--- src/rtl/uart_word_packer.sv ---
`default_nettype none
// ============================================================================
// Module  : uart_word_packer
// Brief   : Packs 0x80-framed UART bytes MSB-first into DATA_W words and
//           queues them in a first-word-fall-through FIFO. Optional macro
//           UART_PACKER_CHKSUM_EN adds a trailing XOR checksum byte per frame.
// Revision: 1.0 - initial release
// ============================================================================
module uart_word_packer #(
  parameter int DATA_W  = 16,
  parameter int DEPTH   = 16,
  parameter int TIMEOUT = 1024
) (
  input  logic                     clk,
  input  logic                     rst,
  input  logic                     rx_valid,
  input  logic [7:0]               rx_byte,
  input  logic                     rd_en,
  input  logic                     flag_clr,
  output logic [DATA_W-1:0]        dout,
  output logic                     empty,
  output logic                     full,
  output logic [$clog2(DEPTH):0]   level,
  output logic                     status_flag,
  output logic                     ready_flag,
  output logic                     ovf_err,
  output logic                     tmo_err,
  output logic                     chk_err
);

  localparam int c_NBYTES = DATA_W / 8;
  localparam int c_IDX_W  = (c_NBYTES > 1) ? $clog2(c_NBYTES) : 1;
  localparam int c_AW     = $clog2(DEPTH);
  localparam int c_GAP_W  = $clog2(TIMEOUT + 1);
  localparam logic [7:0] c_CMD_LOAD   = 8'h80;
  localparam logic [7:0] c_CMD_STATUS = 8'h40;
  localparam logic [7:0] c_CMD_READY  = 8'h20;
  localparam logic [c_IDX_W-1:0] c_LAST_IDX = c_IDX_W'(c_NBYTES - 1);

`ifdef UART_PACKER_CHKSUM_EN
  typedef enum logic [1:0] {ST_IDLE = 2'd0, ST_LOAD = 2'd1, ST_CHK = 2'd2} state_t;
`else
  typedef enum logic [1:0] {ST_IDLE = 2'd0, ST_LOAD = 2'd1} state_t;
`endif

  state_t               r_state, w_state_nxt;
  logic [c_IDX_W-1:0]   r_idx, w_idx_nxt;
  logic [DATA_W-1:0]    r_shift, w_shift_nxt, w_word, w_push_data;
  logic [c_GAP_W-1:0]   r_gap;
  logic                 w_gap_hit;
  logic                 w_push, w_pop, w_wr, w_full;
  logic                 w_set_status, w_set_ready, w_set_tmo, w_set_ovf;
  logic [DATA_W-1:0]    r_mem [DEPTH];
  logic [c_AW-1:0]      r_wptr, r_rptr;
  logic [c_AW:0]        r_level;
  logic                 r_status, r_ready, r_ovf, r_tmo;

  // Word as it looks after shifting in the current byte.
  generate
    if (DATA_W == 8) begin : g_shift_byte
      assign w_word = rx_byte;
    end else begin : g_shift_multi
      assign w_word = {r_shift[DATA_W-9:0], rx_byte};
    end
  endgenerate

`ifdef UART_PACKER_CHKSUM_EN
  logic [7:0] r_xor, w_xor_nxt;
  logic       w_set_chk;
  logic       r_chk;
  assign w_push_data = r_shift;
`else
  assign w_push_data = w_word;
`endif

  // Idle-gap counter saturates at TIMEOUT until the next byte arrives.
  assign w_gap_hit = (r_gap == c_GAP_W'(TIMEOUT));

  always_ff @(posedge clk) begin
    if (rst || rx_valid) r_gap <= '0;
    else if (!w_gap_hit) r_gap <= r_gap + 1'b1;
  end

  always_ff @(posedge clk) begin
    if (rst) r_state <= ST_IDLE;
    else     r_state <= w_state_nxt;
  end

  always_comb begin
    w_state_nxt  = r_state;
    w_idx_nxt    = r_idx;
    w_shift_nxt  = r_shift;
    w_push       = 1'b0;
    w_set_status = 1'b0;
    w_set_ready  = 1'b0;
    w_set_tmo    = 1'b0;
`ifdef UART_PACKER_CHKSUM_EN
    w_xor_nxt    = r_xor;
    w_set_chk    = 1'b0;
`endif
    case (r_state)
      ST_IDLE: begin
        if (rx_valid) begin
          if (rx_byte == c_CMD_LOAD) begin
            w_state_nxt = ST_LOAD;
            w_idx_nxt   = '0;
            w_shift_nxt = '0;
`ifdef UART_PACKER_CHKSUM_EN
            w_xor_nxt   = '0;
`endif
          end else if (rx_byte == c_CMD_STATUS) begin
            w_set_status = 1'b1;
          end else if (rx_byte == c_CMD_READY) begin
            w_set_ready = 1'b1;
          end
        end
      end
      ST_LOAD: begin
        if (rx_valid) begin
          w_shift_nxt = w_word;
`ifdef UART_PACKER_CHKSUM_EN
          w_xor_nxt   = r_xor ^ rx_byte;
`endif
          if (r_idx == c_LAST_IDX) begin
            w_idx_nxt = '0;
`ifdef UART_PACKER_CHKSUM_EN
            w_state_nxt = ST_CHK;
`else
            w_push      = 1'b1;
            w_state_nxt = ST_IDLE;
`endif
          end else begin
            w_idx_nxt = r_idx + 1'b1;
          end
        end else if (w_gap_hit) begin
          w_state_nxt = ST_IDLE;
          w_idx_nxt   = '0;
          w_set_tmo   = 1'b1;
        end
      end
`ifdef UART_PACKER_CHKSUM_EN
      ST_CHK: begin
        if (rx_valid) begin
          w_state_nxt = ST_IDLE;
          if (rx_byte == r_xor) w_push    = 1'b1;
          else                  w_set_chk = 1'b1;
        end else if (w_gap_hit) begin
          w_state_nxt = ST_IDLE;
          w_set_tmo   = 1'b1;
        end
      end
`endif
      default: w_state_nxt = ST_IDLE;
    endcase
  end

  always_ff @(posedge clk) begin
    if (rst) begin
      r_idx   <= '0;
      r_shift <= '0;
    end else begin
      r_idx   <= w_idx_nxt;
      r_shift <= w_shift_nxt;
    end
  end

`ifdef UART_PACKER_CHKSUM_EN
  always_ff @(posedge clk) begin
    if (rst) r_xor <= '0;
    else     r_xor <= w_xor_nxt;
  end
`endif

  // A pop frees a slot in the same cycle, so push-while-full-with-pop succeeds.
  assign w_full    = (r_level == (c_AW+1)'(DEPTH));
  assign w_pop     = rd_en && (r_level != '0);
  assign w_wr      = w_push && (!w_full || w_pop);
  assign w_set_ovf = w_push && w_full && !w_pop;

  always_ff @(posedge clk) begin
    if (w_wr) r_mem[r_wptr] <= w_push_data;
  end

  always_ff @(posedge clk) begin
    if (rst) begin
      r_wptr  <= '0;
      r_rptr  <= '0;
      r_level <= '0;
    end else begin
      if (w_wr)  r_wptr <= r_wptr + 1'b1;
      if (w_pop) r_rptr <= r_rptr + 1'b1;
      case ({w_wr, w_pop})
        2'b10:   r_level <= r_level + 1'b1;
        2'b01:   r_level <= r_level - 1'b1;
        default: r_level <= r_level;
      endcase
    end
  end

  // Sticky flags: a set event outranks flag_clr in the same cycle.
  always_ff @(posedge clk) begin
    if (rst) begin
      r_status <= 1'b0;
      r_ready  <= 1'b0;
      r_ovf    <= 1'b0;
      r_tmo    <= 1'b0;
    end else begin
      r_status <= w_set_status | (r_status & ~flag_clr);
      r_ready  <= w_set_ready  | (r_ready  & ~flag_clr);
      r_ovf    <= w_set_ovf    | (r_ovf    & ~flag_clr);
      r_tmo    <= w_set_tmo    | (r_tmo    & ~flag_clr);
    end
  end

`ifdef UART_PACKER_CHKSUM_EN
  always_ff @(posedge clk) begin
    if (rst) r_chk <= 1'b0;
    else     r_chk <= w_set_chk | (r_chk & ~flag_clr);
  end
  assign chk_err = r_chk;
`else
  assign chk_err = 1'b0;
`endif

  assign empty       = (r_level == '0);
  assign full        = w_full;
  assign level       = r_level;
  assign dout        = empty ? '0 : r_mem[r_rptr];
  assign status_flag = r_status;
  assign ready_flag  = r_ready;
  assign ovf_err     = r_ovf;
  assign tmo_err     = r_tmo;

endmodule
`default_nettype wire

--- config.mk ---
export PLATFORM = sky130hd
export DESIGN_NAME = uart_word_packer
export DESIGN_NICKNAME = d
export VERILOG_FILES = /design/src/rtl/uart_word_packer.sv
export SDC_FILE = /design/constraint.sdc
export NUM_CORES = 1
export LEC_CHECK = 0
export CORE_AREA = 4 4 203 205
export CTS_CLUSTER_DIAMETER = 120
export CTS_CLUSTER_SIZE = 14
export DETAILED_ROUTE_END_ITERATION = 8
export DIE_AREA = 0 0 207 209
export SETUP_SLACK_MARGIN = 0.15
export SLEW_MARGIN = 20
export SYNTH_ARGS = -nofsm -noshare
export SYNTH_HDL_FRONTEND = slang
export SYNTH_SLANG_ARGS = --single-unit
--- constraint.sdc ---
create_clock -name clk -period 2.6 [get_ports clk]
set_input_delay 0.52 -clock clk [delete_from_list [all_inputs] [get_ports clk]]
set_output_delay 0.52 -clock clk [all_outputs]
set_load 0.01 [all_outputs]
Yosys cells after proc, flatten, opt, wreduce, memory -nomap -nowiden
Memories as Yosys holds them, arrays and structs flattened. A register that Yosys moved wholly into a read port is not among the register bits.
Index checks and enable logic that the tools add are counted.
{ "word_totals": {"register_bits": 39, "ram_bits": 256, "inputBits": 13, "output_inout_bits": 28, "mem_count": 1} }
{ "classes": {"add_sub_neg": 6, "eq_ne": 13, "mux": 37, "n_bitwise": 9, "reduce_logical": 16} }
{ "memory_table": {"columns": ["name", "words", "word_bits", "rd", "rd_clocked_by_memory_dff", "write_ports", "line_no", "rtl"], "rows": [
  ["r_mem", 16, 16, 1, 1, 1, "53", "logic [DATA_W-1:0] r_mem [DEPTH];"]
]} }
{ "ops": {"columns": ["operator", "n"], "rows": [
  ["$mux W8", 3],
  ["$mux W1", 22],
  ["$mux W16", 1],
  ["$pmux W8 S2", 1],
  ["$reduce_and A4 Y1", 3],
  ["$add A11 B1 Y11 const B", 1],
  ["$eq A11 B11 Y1 const B", 1],
  ["$mux W2", 5],
  ["$pmux W5 S2", 1],
  ["$add A4 B1 Y4 const B", 2],
  ["$eq A8 B6 Y1 const B", 1],
  ["$eq A8 B7 Y1 const B", 1],
  ["$eq A8 B8 Y1 const B", 1],
  ["$mux W4", 2],
  ["$ne A2 B2 Y1 const B", 3],
  ["$ne A3 B3 Y1 const B", 2],
  ["$add A5 B1 Y5 const B", 1],
  ["$eq A5 B5 Y1 const B", 1],
  ["$logic_not A5 Y1", 1],
  ["$reduce_bool A5 Y1", 1],
  ["$sub A5 B1 Y5 const B", 1],
  ["$and A1 B1 Y1", 4],
  ["$eq A2 B1 Y1 const B", 2],
  ["$logic_and A1 B1 Y1", 4],
  ["10 further kinds", 16]
]} }

Logic depth before layout (Yosys ltp)
Gate-level depths: netlist of run 1.
{ "logic_depth": {"depth_word": 7, "mapped_depth": 9, "ltp_nobuf": 8} }

Least setup slack after synthesis of run 1
OpenSTA, ideal clock, no wires.
{ "synth_timing": {"kind": "input-to-reg", "startpoint": "input port rx_valid", "endpoint": "memory r_mem[0][0], enable pin", "arrival_ps": 2404, "required_time_ps": 2191, "setup_slack_ps": -213, "path_stages": 4, "cell_sequence": "nand3_1 > a31oi_1 > nand2_1 > nor3_1"} }
{ "synth_via": {"elab_chain_len": 5} }
{ "synth_rtl": {"columns": ["item", "line_no", "rtl"], "rows": [
  ["start, declared", "16", "input logic rx_valid,"],
  ["$mux W1", "119", "if (rx_valid) begin"],
  ["$mux W1", "101", "case (r_state)"],
  ["$logic_and A1 B1 Y1", "177", "assign w_wr = w_push && (!w_full || w_pop);"],
  ["$mux W1", "181", "if (w_wr) r_mem[r_wptr] <= w_push_data;"],
  ["$mux W1 (not written as such)", "181", null],
  ["end, declared", "53", null]
]} }
Every way passes these cells.

==> summary.txt, run 1 <==
Synth
  • Synthesized area: 11700 µm²
  • Number of distinct library cells after synthesis: 49
  • Post-synthesis mux area share: 15.6%
  • Synth Register Bits: 298
  • EDFF count, synth: 256
  • Ys async rst share: 0%
  • Post-synthesis simple-gate area fraction: 4.31%
  • Ys flop type: edfxtp_1
  • Compound-Gate Fraction of Synth Area: 3.48%
  • Post-Synth Adder-Cell Area: 0.855%
  • Post-Synth XOR/XNOR Area: 1.20%
  • Largest family of logic cells by synthesized area: multiplexers
  • Synthesized instance count: 635
  • Sequential cell area fraction in the yosys report: 72.8%
  • Yosys Warn Count: 0
  • Synthesized area per cell: 18.4 µm²
  • Syn Nets: 656

Floorplan
  • Starting Density: 29.7%
  • DIE WIDTH: 207 µm
  • Die ar.: 43300 µm²
  • Io pins: 41
  • Die Ht: 209 µm
  • Row cnt: 73
  • Core ar.: 39500 µm²

Setup path
  • Data arrival, critical path: 2.30 ns
  • Critical path capture point type: output port
  • Worst path cell trace: buf_12 > buf_12 > buf_16 > mux4_2 > mux2i_1 > buf_4 > o22ai_4 > buf_6
  • Worst Path Required: 2.08 ns
  • Buffers & Inverters on Critical Path: 5
  • FF-to-FF Start: level[3]
  • WS Path Type: reg -> out
  • Max FO, Critical Path: 5
  • Top delay family on crit path: buffers and inverters
  • Worst Setup Start Kind: flop
  • Top cell by count, worst path: buf_12
  • CP peak stage delay: 0.51 ns
  • Crit-path slowest cell: mux4_2

Clock tree
  • Clk sinks: 298
  • Clock Tree Root: clkbuf_16
  • Hold_buf cts: 0
  • H-tree Lvls: 1
  • CTS tree: done
  • Skew-Pair Late Insertion Delay: 0.54 ns
  • CTS buffer count: 25
  • Max Root-Sink Buffers: 3
  • Clk slew on worst S/H paths: 0.06 ns

Routing
  • DRC Markers: 0
  • DRT met1 WL: 13.1 mm
  • Drt first pass iters: 5
  • Post-DR wirelength/cell: 20.8 µm
  • Top sig layer: met4
  • Vias after detailed routing: 6323
  • Average via count per standard cell: 4.79
  • Detail Route Antenna Nets: 0
  • 1st-iter DRT viols: 527
  • Routed met3 length: 1.38 mm
  • Met2 Wirelength: 12.5 mm
  • Total wire length: 27.5 mm

Timing
  • Fin crit share: 108%
  • Max Clock Skew: 0.0204 ns
  • Setup tns final: -2.81 ns
  • Final setup fails: 17
  • Rel. slew slack: 59.7%
  • Post-route setup slack: -0.218 ns
  • Period minus WS final: 2.82 ns
  • Max Slew Vio Count: 0
  • Slew @ Worst Pin: 0.603 ns
  • Hold Fails Final Rpt: 0
  • RSZ-0062 raised after global routing: yes
  • Fmax: 355 MHz

Power and ir drop
  • Seq pwr share: 46.8%
  • Pwr/cell area: 755 nW/µm²
  • Static leakage: 4.63 nW
  • Switching share of power: 24.7%
  • Comb pwr share: 22.1%
  • Internal power: 8.45 mW
  • Clock Power Share: 31.1%
  • Worst vdd ir: 499 µV
  • P_sw: 2.77 mW

Run
  • Total of max-cap violations: 0

Global routing
  • Antenna violations before repair: 0
  • First-pass GRT wire length: 42.0 mm
  • Global-route usage over all layers: 12.5%
  • GRT overflow: 0
  • Largest net degree at the start of global routing: 33
  • Vias in the first global route: 6591

Layout
  • Antenna diodes: 0
  • Layout cell share with drive strength beyond 1: 32.3%
  • Nets: 797
  • # fillers: 3660
  • Area growth syn-to-layout: 26.8%
  • Post-route insts no fill: 1320

Placement
  • PortBufs: 39
  • Pre-CTS setup slack: -0.0472 ns
  • Placed cells: 1251
  • Post-DP HPWL: 16.5 mm
  • GP Congestion: 0.763

Worst hold path
  • Hold_sp: tmo_err
  • HP Class: reg -> reg

Outcome
  • Status: complete, but fails checks
  • Failing checks: setup timing
## power groups by stage
stage	Clock, mW	Combinational, mW	Sequential [mW]
after floorplan	0	1.08	5.34
after global placement	0	1.93	5.35
after detailed placement	0	1.95	5.36
after CTS	3.58	2.37	5.25
after global routing	3.79	2.63	5.26
final	3.49	2.47	5.25
## flip-flops by register name (all words and copies together) (netlist names), named ones only
signal / flops
r_gap: 11
r_rptr: 4
r_mem: 256
ovf_err: 1
tmo_err: 1
r_idx: 1
ready_flag: 1
level: 5
r_wptr: 4
r_state: 1
r_shift: 8
status_flag: 1
## worst reg2reg max path, cell delays in order, from the launching register on
cell and delay [ns]:
dfxtp_2 0.32, or4_4 0.54, buf_8 0.14, buf_8 0.13, o211ai_4 0.19, o21ai_0 0.13, ha_2 0.21, o32ai_2 0.29
mux2_4 0.32
## cells in the final DEF (no fill, tap or decap), types with 3 or more instances in the layout
cell type        count
edfxtp_1           256
nand3_1              6
buf_8                3
nand2_1             18
buf_6               13
nand4_1              7
clkdlybuf4s50_1     22
xor2_1              10
xnor2_1              6
o22ai_1              5
nor2b_1              4
buf_16               4
clkbuf_16           25
o22ai_4              7
o21ai_0             11
mux4_2              64
nor2_2              12
nor2_1              32
buf_12              30
nor3b_1              3
inv_1               14
a21oi_1             12
nor3_4               4
nand2b_1             3
o22ai_2              4
buf_4               63
and4_1               3
buf_2               10
dfxtp_1             38
ha_1                 7
dfxtp_2              3
clkbuf_1            19
mux2i_1             34
## synthesized netlist by cell type, drive strengths merged, types with 10 or more instances
master  count  area, µm²
a21oi      12       60.1
o22ai      16        100
mux2i      36        360
o21ai      14       73.8
nor2       45        169
xor2       10       87.6
inv        14       52.6
edfxtp    256       7690
dfxtp      42        841
mux4       64       1440
buf        14       77.6
clkbuf     17       63.8
nand2      18       67.6
## layout make-up
cell class / count / area, µm² / area share (%)
Sequential cell: 298 / 8540 / 57.5
Multi-Input combinational cell: 292 / 3230 / 21.8
Clock buffer: 44 / 697 / 4.69
Clock inverter: 2 / 31.3 / 0.211
Timing Repair Buffer: 145 / 1650 / 11.1
Tap cell: 525 / 657 / 4.42
Inverter: 14 / 52.6 / 0.354
## metal layers
layer  track usage (%)  up-vias
met5                 0        -
met4              2.44        0
met3              2.01       35
met2              19.5      174
met1              18.9     3286
li1                  -     2828
## per-stage QoR
stage	total power, mW	util (%)	hold WS (ns)	area, µm²
after detailed placement	7.31	34.6	0.464	13600
after floorplan	6.42	-	0.471	11700
after global placement	7.29	34.6	0.464	13600
after CTS	11.2	37.3	0.475	14700
final	11.2	37.6	0.469	14900
after global routing	11.7	37.6	0.515	14900
## logic make-up (layout without fill, tap and decap cells)
kind of cell	after synthesis	after routing
flops	298	298
simple gates	104	104
mux	102	102
compound gates	61	61
buf+inv	45	205
xor+xnor	16	16
fa+ha+maj	8	8
other cells	1	1
## worst paths after layout
check                                 to  slack (ns)  cells after the start
worst max register to register  level[2]        0.22                      8
worst max-delay path             dout[5]       -0.22                      8
worst min-delay path             tmo_err        0.47                      2
worst min register to register   tmo_err        0.47                      2
## what timing repair did
item | CTS | global route
setup buffers | 14 | 5
resized for setup | 107 | 16
pin swaps | 8 | 9
endpoints found under the setup margin | 18 | 20
gates cloned | 4 | 0
No activity file was read; power rests on OpenSTA's default activity.
==> run 2, diff against run 1 <==
Settings changed: CORE_AREA 4 4 203 205 to 4 4 186 224, CTS_CLUSTER_DIAMETER 120 to default, DIE_AREA 0 0 207 209 to 0 0 190 228.
Clock period 2.6 ns to 3.3 ns, I/O delays scaled along.
==> run 2 against run 1 <==
The run now ends clean. Worst hold slack gained 0.015 ns. Sequential power fell by 21%. Combinational power down 34%. Wire length decreased by 2.4%. Sequential share of layout area rose by 1.9 points. Die area is 0.13% higher. Clock-buffer cell count decreased by 2.
==> summary.txt, run 2 (synthesized netlist as in run 1, its figures left out) <==
Worst hold path
  • HP Class: reg -> reg
  • Hold Path Cell Cnt: 2

Timing
  • Max Slew Vio Count: 0
  • Slew @ Worst Pin: 0.912 ns
  • Max Clock Skew: 0.0217 ns
  • Fin crit share: 94.8%
  • Fmax: 320 MHz
  • Final setup fails: 0
  • Setup tns final: 0 ns
  • Hold Fails Final Rpt: 0
  • RSZ-0062 raised after global routing: yes
  • Period minus WS final: 3.13 ns
  • Rel. slew slack: 38.9%

Clock tree
  • Max Root-Sink Buffers: 3
  • H-tree Lvls: 1
  • Skew-Pair Late Insertion Delay: 0.57 ns
  • Hold_buf cts: 0
  • Clk sinks: 298
  • CTS tree: done
  • Clock Tree Root: clkbuf_16
  • CTS buffer count: 30
  • Clk slew on worst S/H paths: 0.06 ns

Layout
  • Post-layout instance area: 14400 µm²
  • Nets: 760
  • Layout cell share with drive strength beyond 1: 29.5%
  • Register area: 8540 µm²
  • Largest reg by FF count: r_mem
  • Max reg flops: 256
  • Regs by FF count: r_mem (256), r_gap (11), r_shift (8)
  • Multi-input logic area: 3190 µm²
  • Most common cell after layout, fill and taps aside: edfxtp_1
  • Area growth syn-to-layout: 22.9%
  • Most frequent cells in the layout: edfxtp_1, mux4_2, buf_4
  • # fillers: 3649
  • Antenna diodes: 0

Setup path
  • Max FO, Critical Path: 4
  • Worst Path Required: 2.64 ns
  • Data arrival, critical path: 2.47 ns
  • Worst Setup Start Kind: flop
  • Critical path capture point type: output port
  • WS Path Type: reg -> out
  • Worst r2r path cells: 7

Routing
  • Vias after detailed routing: 6236
  • Met2 Wirelength: 13.1 mm
  • Total wire length: 26.8 mm
  • Post-DR wirelength/cell: 20.7 µm
  • Routed met3 length: 1.56 mm
  • Average via count per standard cell: 4.82
  • 1st-iter DRT viols: 551
  • DRT met1 WL: 11.8 mm
  • Top sig layer: met5
  • DRC Markers: 0
  • Drt first pass iters: 5
  • Detail Route Antenna Nets: 0

Power and ir drop
  • Pwr/cell area: 624 nW/µm²
  • Tot Pwr: 8.97 mW
  • Worst vdd ir: 498 µV
  • Static leakage: 4.51 nW

Floorplan
  • DIE WIDTH: 190 µm
  • Starting Density: 29.6%
  • Io pins: 41
  • Die Ht: 228 µm
  • Row cnt: 80
  • Die ar.: 43300 µm²
  • Core ar.: 39500 µm²

Global routing
  • First-pass GRT wire length: 39.9 mm
  • Vias in the first global route: 6321
  • Antenna violations before repair: 1
  • GRT overflow: 0
  • Largest net degree at the start of global routing: 51
  • Global-route usage over all layers: 12.1%

Placement
  • PortBufs: 39
  • Area after DPL: 13100 µm²
  • Post-DP HPWL: 16.1 mm
  • GP Congestion: 0.759

Outcome
  • Status: complete, no violations

Run
  • Total of max-cap violations: 0
## run 2: changes by cell type in the layout (fill, tap and decap cells not counted), moves of 5 or more
cell       change
clkbuf_2       +9
clkbuf_1       -8
buf_6         -12
o22ai_4        -6
clkinv_1       +8
buf_12        -22
clkbuf_16      +5
mux2i_2       +11
mux2i_1       -14
buf_2         -10
buf_4         -12
## run 2: per-layer routing
layer	global-route usage, %	vias up
met1	16.9	3261
met2	20.0	172
met5	0	-
met3	2.28	37
met4	2.28	2
li1	-	2764
## run 2: final timing paths
path,from,end,slack [ns]
worst min-delay path,tmo_err,tmo_err,0.48
worst max-delay path,flop,dout[1],0.17
worst max register to register,level[1],level[2],0.79
worst min register to register,tmo_err,tmo_err,0.48
## run 2: power breakdown
group,internal (mW),switching (mW),leakage [nW]
clock,1.85,1.35,0.450
sequential,4.10,0.0422,2.63
combinational,0.889,0.739,1.43
total,6.85,2.13,4.51
## run 2: what timing repair did
action,in CTS,in global routing
gates resized for setup,39,42
pin swaps,0,2
gates cloned,3,0
endpoints found under the setup margin,17,16
buffers inserted,11,0
## run 2: through the flow
step,setup slack (ns),hold slack [ns],util (%),instances
floorplan,0.347,0.471,-,635
global placement,0.302,0.458,33.2,1226
detailed placement,0.289,0.467,33.2,1226
CTS,0.0725,0.485,36.2,1295
global route,0.103,0.530,36.4,1295
finish,0.172,0.484,36.4,1295
## run 2: critical path, stage by stage, from the launching register on
cell and delay [ns]:
dfxtp_4 0.36, buf_12 0.15, buf_16 0.14, buf_12 0.11
mux4_2 0.48, mux2i_1 0.24, o22ai_2 0.16, clkdlybuf4s15_1 0.27
## run 2: layout make-up
class / instances / share of cell area, %
repair buffers: 103 / 7.01
clock buffers: 42 / 5.60
flip-flops and latches: 298 / 59.3
clock inverters: 13 / 0.904
well taps: 533 / 4.63
multi-input cells: 292 / 22.2
inverters: 14 / 0.365
==> run 3, diff against run 2 <==
Settings changed: GPL_ROUTABILITY_DRIVEN from default to 0.
==> results of run 3 <==
Final layout, timing and power as in run 2 (identical DEF).
